[config.mk]
export PLATFORM = sky130hd
export DESIGN_NAME = regfile_port_sched
export DESIGN_NICKNAME = d
export VERILOG_FILES = /design/src/rtl/regfile_port_sched.sv
export SDC_FILE = /design/constraint.sdc
export NUM_CORES = 1
export LEC_CHECK = 0
export ABC_AREA = 1
export BUFFER_PORTS_ARGS = -buffer_cell sky130_fd_sc_hd__buf_2
export CELL_PAD_IN_SITES_DETAIL_PLACEMENT = 0
export CELL_PAD_IN_SITES_GLOBAL_PLACEMENT = 2
export CORE_UTILIZATION = 24
export DETAILED_ROUTE_END_ITERATION = 6
export GPL_TIMING_DRIVEN = 1
export PLACE_DENSITY_LB_ADDON = 0.1
export RECOVER_POWER = 50
export SYNTH_ARGS = -nofsm -noshare
export SYNTH_HDL_FRONTEND = slang
export SYNTH_SLANG_ARGS = --single-unit
[constraint.sdc]
create_clock -name clk -period 2.36 [get_ports clk]
set_input_delay 0.472 -clock clk [delete_from_list [all_inputs] [get_ports clk]]
set_output_delay 0.472 -clock clk [all_outputs]
set_load 0.005 [all_outputs]
[src/rtl/regfile_port_sched.sv]
// Schedules a single-port register file between a two-operand decode reader
// and a writeback writer, with late-write forwarding into held operands and x0 hardwired.
module regfile_port_sched #(
  parameter int XLEN = 32,
  parameter int REGW = 5
) (
  input  logic            clk,
  input  logic            rst,
  input  logic            rd_req_valid,
  output logic            rd_req_ready,
  input  logic [REGW-1:0] rs1,
  input  logic [REGW-1:0] rs2,
  output logic            rd_rsp_valid,
  input  logic            rd_rsp_ready,
  output logic [XLEN-1:0] rs1_data,
  output logic [XLEN-1:0] rs2_data,
  input  logic            wb_valid,
  output logic            wb_ready,
  input  logic [REGW-1:0] wb_rd,
  input  logic [XLEN-1:0] wb_data,
  output logic [REGW-1:0] rf_regno,
  output logic            rf_read,
  output logic            rf_write,
  output logic [XLEN-1:0] rf_wdata,
  input  logic [XLEN-1:0] rf_rdata
);

  localparam logic [2:0] S_IDLE = 3'd0;
  localparam logic [2:0] S_RS1  = 3'd1;
  localparam logic [2:0] S_RS2  = 3'd2;
  localparam logic [2:0] S_CAP  = 3'd3;
  localparam logic [2:0] S_RESP = 3'd4;

  logic [2:0]      state_q, state_d;
  logic [REGW-1:0] rs1_q, rs1_d;
  logic [REGW-1:0] rs2_q, rs2_d;
  logic [XLEN-1:0] rs1_data_q, rs1_data_d;
  logic [XLEN-1:0] rs2_data_q, rs2_data_d;

  logic wb_fire;
  logic rs1_hit;
  logic rs2_hit;

  // Port-side outputs; reset forces every strobe and handshake low.
  always_comb begin
    rd_req_ready = !rst && (state_q == S_IDLE);
    wb_ready     = !rst && ((state_q == S_IDLE) || (state_q == S_CAP) ||
                            (state_q == S_RESP));
    rf_read      = !rst && ((state_q == S_RS1) || (state_q == S_RS2));
    wb_fire      = wb_valid && wb_ready;
    rf_write     = wb_fire && (wb_rd != '0);
    rf_wdata     = wb_fire ? wb_data : '0;
    rf_regno     = '0;
    if (rf_read) begin
      rf_regno = (state_q == S_RS1) ? rs1_q : rs2_q;
    end else if (wb_fire) begin
      rf_regno = wb_rd;
    end
    rd_rsp_valid = !rst && (state_q == S_RESP);
    rs1_data     = rst ? '0 : rs1_data_q;
    rs2_data     = rst ? '0 : rs2_data_q;
  end

  assign rs1_hit = wb_fire && (wb_rd == rs1_q) && (rs1_q != '0);
  assign rs2_hit = wb_fire && (wb_rd == rs2_q) && (rs2_q != '0);

  always_comb begin
    state_d    = state_q;
    rs1_d      = rs1_q;
    rs2_d      = rs2_q;
    rs1_data_d = rs1_data_q;
    rs2_data_d = rs2_data_q;
    case (state_q)
      S_IDLE: begin
        if (rd_req_valid && rd_req_ready) begin
          rs1_d   = rs1;
          rs2_d   = rs2;
          state_d = S_RS1;
        end
      end
      S_RS1: begin
        state_d = S_RS2;
      end
      S_RS2: begin
        rs1_data_d = (rs1_q == '0) ? '0 : rf_rdata;
        state_d    = S_CAP;
      end
      S_CAP: begin
        // rs2 captures this edge, so a same-cycle write must beat the stale read data.
        if (rs2_hit) begin
          rs2_data_d = wb_data;
        end else begin
          rs2_data_d = (rs2_q == '0) ? '0 : rf_rdata;
        end
        if (rs1_hit) begin
          rs1_data_d = wb_data;
        end
        state_d = S_RESP;
      end
      S_RESP: begin
        if (rs1_hit) begin
          rs1_data_d = wb_data;
        end
        if (rs2_hit) begin
          rs2_data_d = wb_data;
        end
        if (rd_rsp_ready) begin
          state_d = S_IDLE;
        end
      end
      default: begin
        state_d = S_IDLE;
      end
    endcase
  end

  always_ff @(posedge clk) begin
    if (rst) begin
      state_q    <= S_IDLE;
      rs1_q      <= '0;
      rs2_q      <= '0;
      rs1_data_q <= '0;
      rs2_data_q <= '0;
    end else begin
      state_q    <= state_d;
      rs1_q      <= rs1_d;
      rs2_q      <= rs2_d;
      rs1_data_q <= rs1_data_d;
      rs2_data_q <= rs2_data_d;
    end
  end

endmodule

=== Yosys cells after proc, flatten, opt, wreduce, memory -nomap -nowiden ===
Index checks and enable logic that the tools add are counted.

* Bits in registers: 77
* Input bits: 84

* Eq/ne operators: 10
* Muxes and demuxes: 16
* Reduce and logical (&&, ||, !) cells: 28

{| class="wikitable"
|+ Operator list
! operator !! number
|-
| two-way mux 32 bit || 8
|-
| one-hot mux 32 bit (2 select lines) || 2
|-
| two-way mux 5 bit || 3
|-
| one-hot mux 3 bit (5 select lines) || 1
|-
| nonzero test 5 bit || 3
|-
| logical AND 1 bit || 11
|-
| == test 5 bit || 2
|-
| logical NOT 5 bit || 2
|-
| AND reduction 2 bit || 4
|-
| == test 3 x 2 -> 1 bit (second input constant) || 2
|-
| two-way mux 3 bit || 2
|-
| inequality test 2 x 1 -> 1 bit (second input constant) || 2
|-
| inequality test 2 bit (second input constant) || 2
|-
| nonzero test 2 bit || 2
|-
| == test 3 x 1 -> 1 bit (second input constant) || 1
|-
| == test 3 bit (second input constant) || 1
|-
| logical NOT 3 bit || 1
|-
| logical OR 1 bit || 3
|-
| OR reduction 2 bit || 1
|-
| logical NOT 1 bit || 1
|}

=== Logic depth before layout (Yosys ltp) ===
* Depth after elaboration: 9
* Depth in mapped cells: 12

=== Least setup slack after synthesis ===
Ideal clock, no wire load.

* Kind: in2out
* From: in rst
* To: out rf_wdata[10]
* Arrival time: 1,503 ps
* Path slack: 385 ps
* Stages on the path: 7
* Buffers on the path: 2
* Path through: clkbuf_1 > inv_2 > nand2_1 > nor2_4 > clkinv_1 > clkbuf_1 > nor2_1

* Longest elaborated chain between the ends: 4

{| class="wikitable"
|+ Ends and longest elaborated chain
! element !! RTL line !! source
|-
| from (decl) || 8 || <nowiki>input logic rst,</nowiki>
|-
| logical NOT 1 bit || 47 || <nowiki>wb_ready = !rst && ((state_q == S_IDLE) || (state_q == S_CAP) ||</nowiki>
|-
| logical AND 1 bit || 47 ||
|-
| logical AND 1 bit || 50 || <nowiki>wb_fire = wb_valid && wb_ready;</nowiki>
|-
| two-way mux 32 bit || 52 || <nowiki>rf_wdata = wb_fire ? wb_data : '0;</nowiki>
|-
| to (decl) || 24 || <nowiki>output logic [XLEN-1:0] rf_wdata,</nowiki>
|}

No other way between the ends.

=== Worst setup path in the final report ===
* From: reg state_q[1]
* To: out rf_regno[4]

* Longest elaborated chain between the ends: 7

{| class="wikitable"
|+ Ends and longest elaborated chain
! element !! RTL line !! source
|-
| from (decl) || 34 || <nowiki>logic [2:0] state_q, state_d;</nowiki>
|-
| from (signal assigned) || 125 || <nowiki>state_q <= state_d;</nowiki>
|-
| == test 3 x 2 -> 1 bit / logical NOT 3 bit (equally long branches) || 47 ||
|-
| logical OR 1 bit (2 in a row) || 47 ||
|-
| logical AND 1 bit || 47 ||
|-
| logical AND 1 bit || 50 ||
|-
| two-way mux 5 bit || 56 || <nowiki>end else if (wb_fire) begin</nowiki>
|-
| two-way mux 5 bit (*) || 54 || <nowiki>if (rf_read) begin</nowiki>
|-
| to (decl) || 21 || <nowiki>output logic [REGW-1:0] rf_regno,</nowiki>
|}

Mark *: on every way between the ends. The rest lies on a longest branch, timed or not.

==> flow_summary.toml <==
[pwr]
p_comb_frac = 0.232
post-layout-total-power_mw = 3.70
power.switching_mw = 1.14
swShare = 0.308
ir_worst_vdd_mv = 0.295
power.internal_mw = 2.56
p_clk_frac = 0.391
power_density_nw_per_um2 = 587
power_leakage_nw = 3.25
sequentialPowerShare = 0.376

[layout]
multi_input_area_sq_um = 2490
fillCellCount = 2252
diodes = 0
design_area_sq_um = 6300
finalNonFillerCells = 1249
nets = 1064
drive_gt1_frac = 0.192
area_delta_synth_final_pct = 32.0
regArea_sq_um = 1540

[setup_path]
reg2reg_depth = 6
rrSetupSlack_ns = 0.33
cp_slowest_cell = "dfxtp_2"
cp_num_buf_inv = 3
worstReg2RegStart = "state_q[2]"
worst-setup-path-type = "reg2out"
crit_top_cell = "nand2_1"
rr_endpoint = "rs1_data_q[19]"
crit_chain = "nand2_1, o21ai_1, nand2_1, nor2_4, clkinvlp_4, buf_4, o21ai_0, buf_2"
setup.worst_path.start_class = "flop"
crit_family = "buffers and inverters"
max_stage_delay_ns = 0.38
cp-end-kind = "primary output"
arrival_ns = 1.73
crit_fanout = 5
cp.required_ns = 1.89

[timing]
slew_viol_final = 0
fmax_mhz = 454
min_period_ns = 2.20
rsz0062_at_grt = "false"
finalSetupViolations = 0
tightest_slew_ns = 1.39
period_share = 0.933
fin_tns_setup_ns = 0
hold_viol = 0
max-slew-margin-rel = 0.0754
fin_skew_ns = 0.00877

[global_route]
use_met1 = 0.244
top_usage_layer = "met2"
track_usage = 0.180
gr-total-overflow = 0
grt_pass1_vias = 5038
antenna_found_initial = 0
grt_max_degree = 66
grtUsageMet3 = 0.0282
grt_pass1_wl_mm = 28.0
grt_util_met2 = 0.295

[yosys]
ys_seq_area_frac = 0.323
synthesis.nets = 893
synthAdderAreaFrac = 0
yosys_warnings = 0
muxShareOfSynthArea = 0
ys_ff_latch = 77
yosys.area_share.simple = 0.357
synth-compound-area-share = 0.154
synth_area_sq_um = 4770
syn_avg_cell_area_sq_um = 5.90
syn_inst = 809
synth_cell_type_count = 29
synth_xor_area_frac = 0.00918
synth_top_family_by_area = "simple AND/OR/NAND/NOR gates"

[clocking]
numCtsBuffers = 9
cts_sinks = 77
clk_path_buf_depth = 2
cts_root_buf = "clkbuf_16"
tritoncts = "done"
clock_latency_ns = 0.34
htree_levels = 3
clkTransAtPathRegs_ns = 0.06

[routing]
vias = 5388
wirelength_mm = 18.1
via_per_inst = 4.31
drc = 0
first_pass_iters = 4
postRouteAntennaNets = 0
routedWlPerCell_microns = 14.5
drt-initial-drc-count = 230

[min_path]
worst_hold_path_type = "in2reg"
min_from = "rs1[2]"
hold_end = "rs1_q[2]"
hold_path_depth = 3

[floorplanning]
die_h_microns = 143
io_pins = 190
coreArea_sq_um = 19500
dieArea_sq_um = 20500
initial_core_util = 0.245
chipWidth_microns = 143
row_count = 51

[status]
status = "complete, no violations"

[flow_run]
maxCapViolations = 0

[placement]
place_inst = 1233
portBuffers = 189
gp_congestion = 0.767
place_area_sq_um = 6050
hpwlAfterDp_mm = 12.6
-- worst max-delay path by stage --
stage / start / to / slack (ns) / cells past startpoint
2_1_floorplan: rst / rf_wdata[10] / 0.38 / 7
3_3_place_gp: rst / rf_regno[2] / 0.28 / 5
3_5_place_dp: rst / rs2_data_q[20] / 0.29 / 11
4_1_cts: state_q[0] / rf_wdata[16] / 0.03 / 8
5_1_grt: state_q[1] / rf_wdata[4] / 0.01 / 8
6_report: state_q[1] / rf_regno[4] / 0.16 / 8
-- sequential cells by signal (all words and copies together) (netlist names) --
name	count
state_q	3
rs2_data_q	32
rs2_q	5
rs1_data_q	32
rs1_q	5
-- cells in the mapped netlist, drive strengths merged --
master  number  area (sq um)
xor2         1          8.76
nand2      168           633
clkbuf      30           113
inv        137           514
nand4        2          12.5
clkinv       1          3.75
o2111a       1          11.3
dfxtp       77          1540
nand3       95           498
a21boi       1          18.8
or2          1          6.26
a21oi       54           270
nor4         1          6.26
o21ai       29           145
xnor2        4          35.0
buf         24           118
nor2       141           547
o211ai      22           165
o22ai       20           125
-- layer usage --
metal,part of all wire,up-vias
met5,0,-
met4,0.0099,0
met3,0.045,10
met2,0.46,128
met1,0.49,2380
li1,-,2870
-- cell type report --
type | count | share of cell area
multi-input cells | 540 | 0.395
well taps | 265 | 0.0526
clock buffers | 11 | 0.0401
flip-flops and latches | 77 | 0.245
repair buffers | 214 | 0.177
clock inverters | 4 | 0.00755
inverters | 138 | 0.0828
-- cells by family after synthesis --
group	after synthesis
XOR/XNOR	5
AND/OR/NAND/NOR	408
buffers and inverters	192
AO/OA/AOI/OAI	127
flip-flops	77
-- through the flow --
| stage | setup WS [ns] | hold WS, ns | utilization |
|---|---|---|---|
| 2_1_floorplan | 0.385 | 0.465 | - |
| 3_3_place_gp | 0.285 | 0.505 | 0.311 |
| 3_5_place_dp | 0.288 | 0.505 | 0.311 |
| 4_1_cts | 0.0332 | 0.389 | 0.327 |
| 5_1_grt | 0.0140 | 0.410 | 0.324 |
| 6_report | 0.159 | 0.403 | 0.324 |
-- cells in the final DEF (no fill, tap or decap), types with 2 or more instances in the layout --
cell,n
clkbuf_8,2
o211ai_1,22
dfxtp_1,75
inv_2,3
buf_2,126
clkinvlp_4,2
inv_1,134
clkinv_2,2
xnor2_1,4
nand2_1,165
dfxtp_2,2
o21ai_0,28
nand4_1,2
buf_4,17
clkbuf_2,8
clkbuf_1,55
nor2_4,2
buf_1,2
buf_6,2
o22ai_1,20
nand3_1,93
nand2_2,3
a21oi_1,53
nor2_1,138
buf_12,4
clkbuf_16,9
-- worst reg2reg max path, cell delays in order (launching register included) --
cell and delay [ns]:
dfxtp_1 0.39, nor2_1 0.09, nand2_2 0.08, clkbuf_2 1.00, nand3_1 0.21, nand2_1 0.10
nor2_1 0.04
-- timing repair --
| item | 4_1_cts | 5_1_grt |
|---|---|---|
| buffers inserted | 0 | 1 |
| setup endpoints to repair | 25 | 32 |
| gates resized for setup | 2 | 4 |
| hold buffers | 0 | 0 |
-- power groups by stage --
stage,sequential (mW),clock [mW],combinational (mW)
final,1.39,1.45,0.858
after global routing,1.40,1.56,0.984
after CTS,1.39,1.50,0.878
after detailed placement,1.42,0,0.873
after global placement,1.42,0,0.877
after floorplan,1.41,0,0.545
Note: power is estimated with default switching activity, not from simulation.
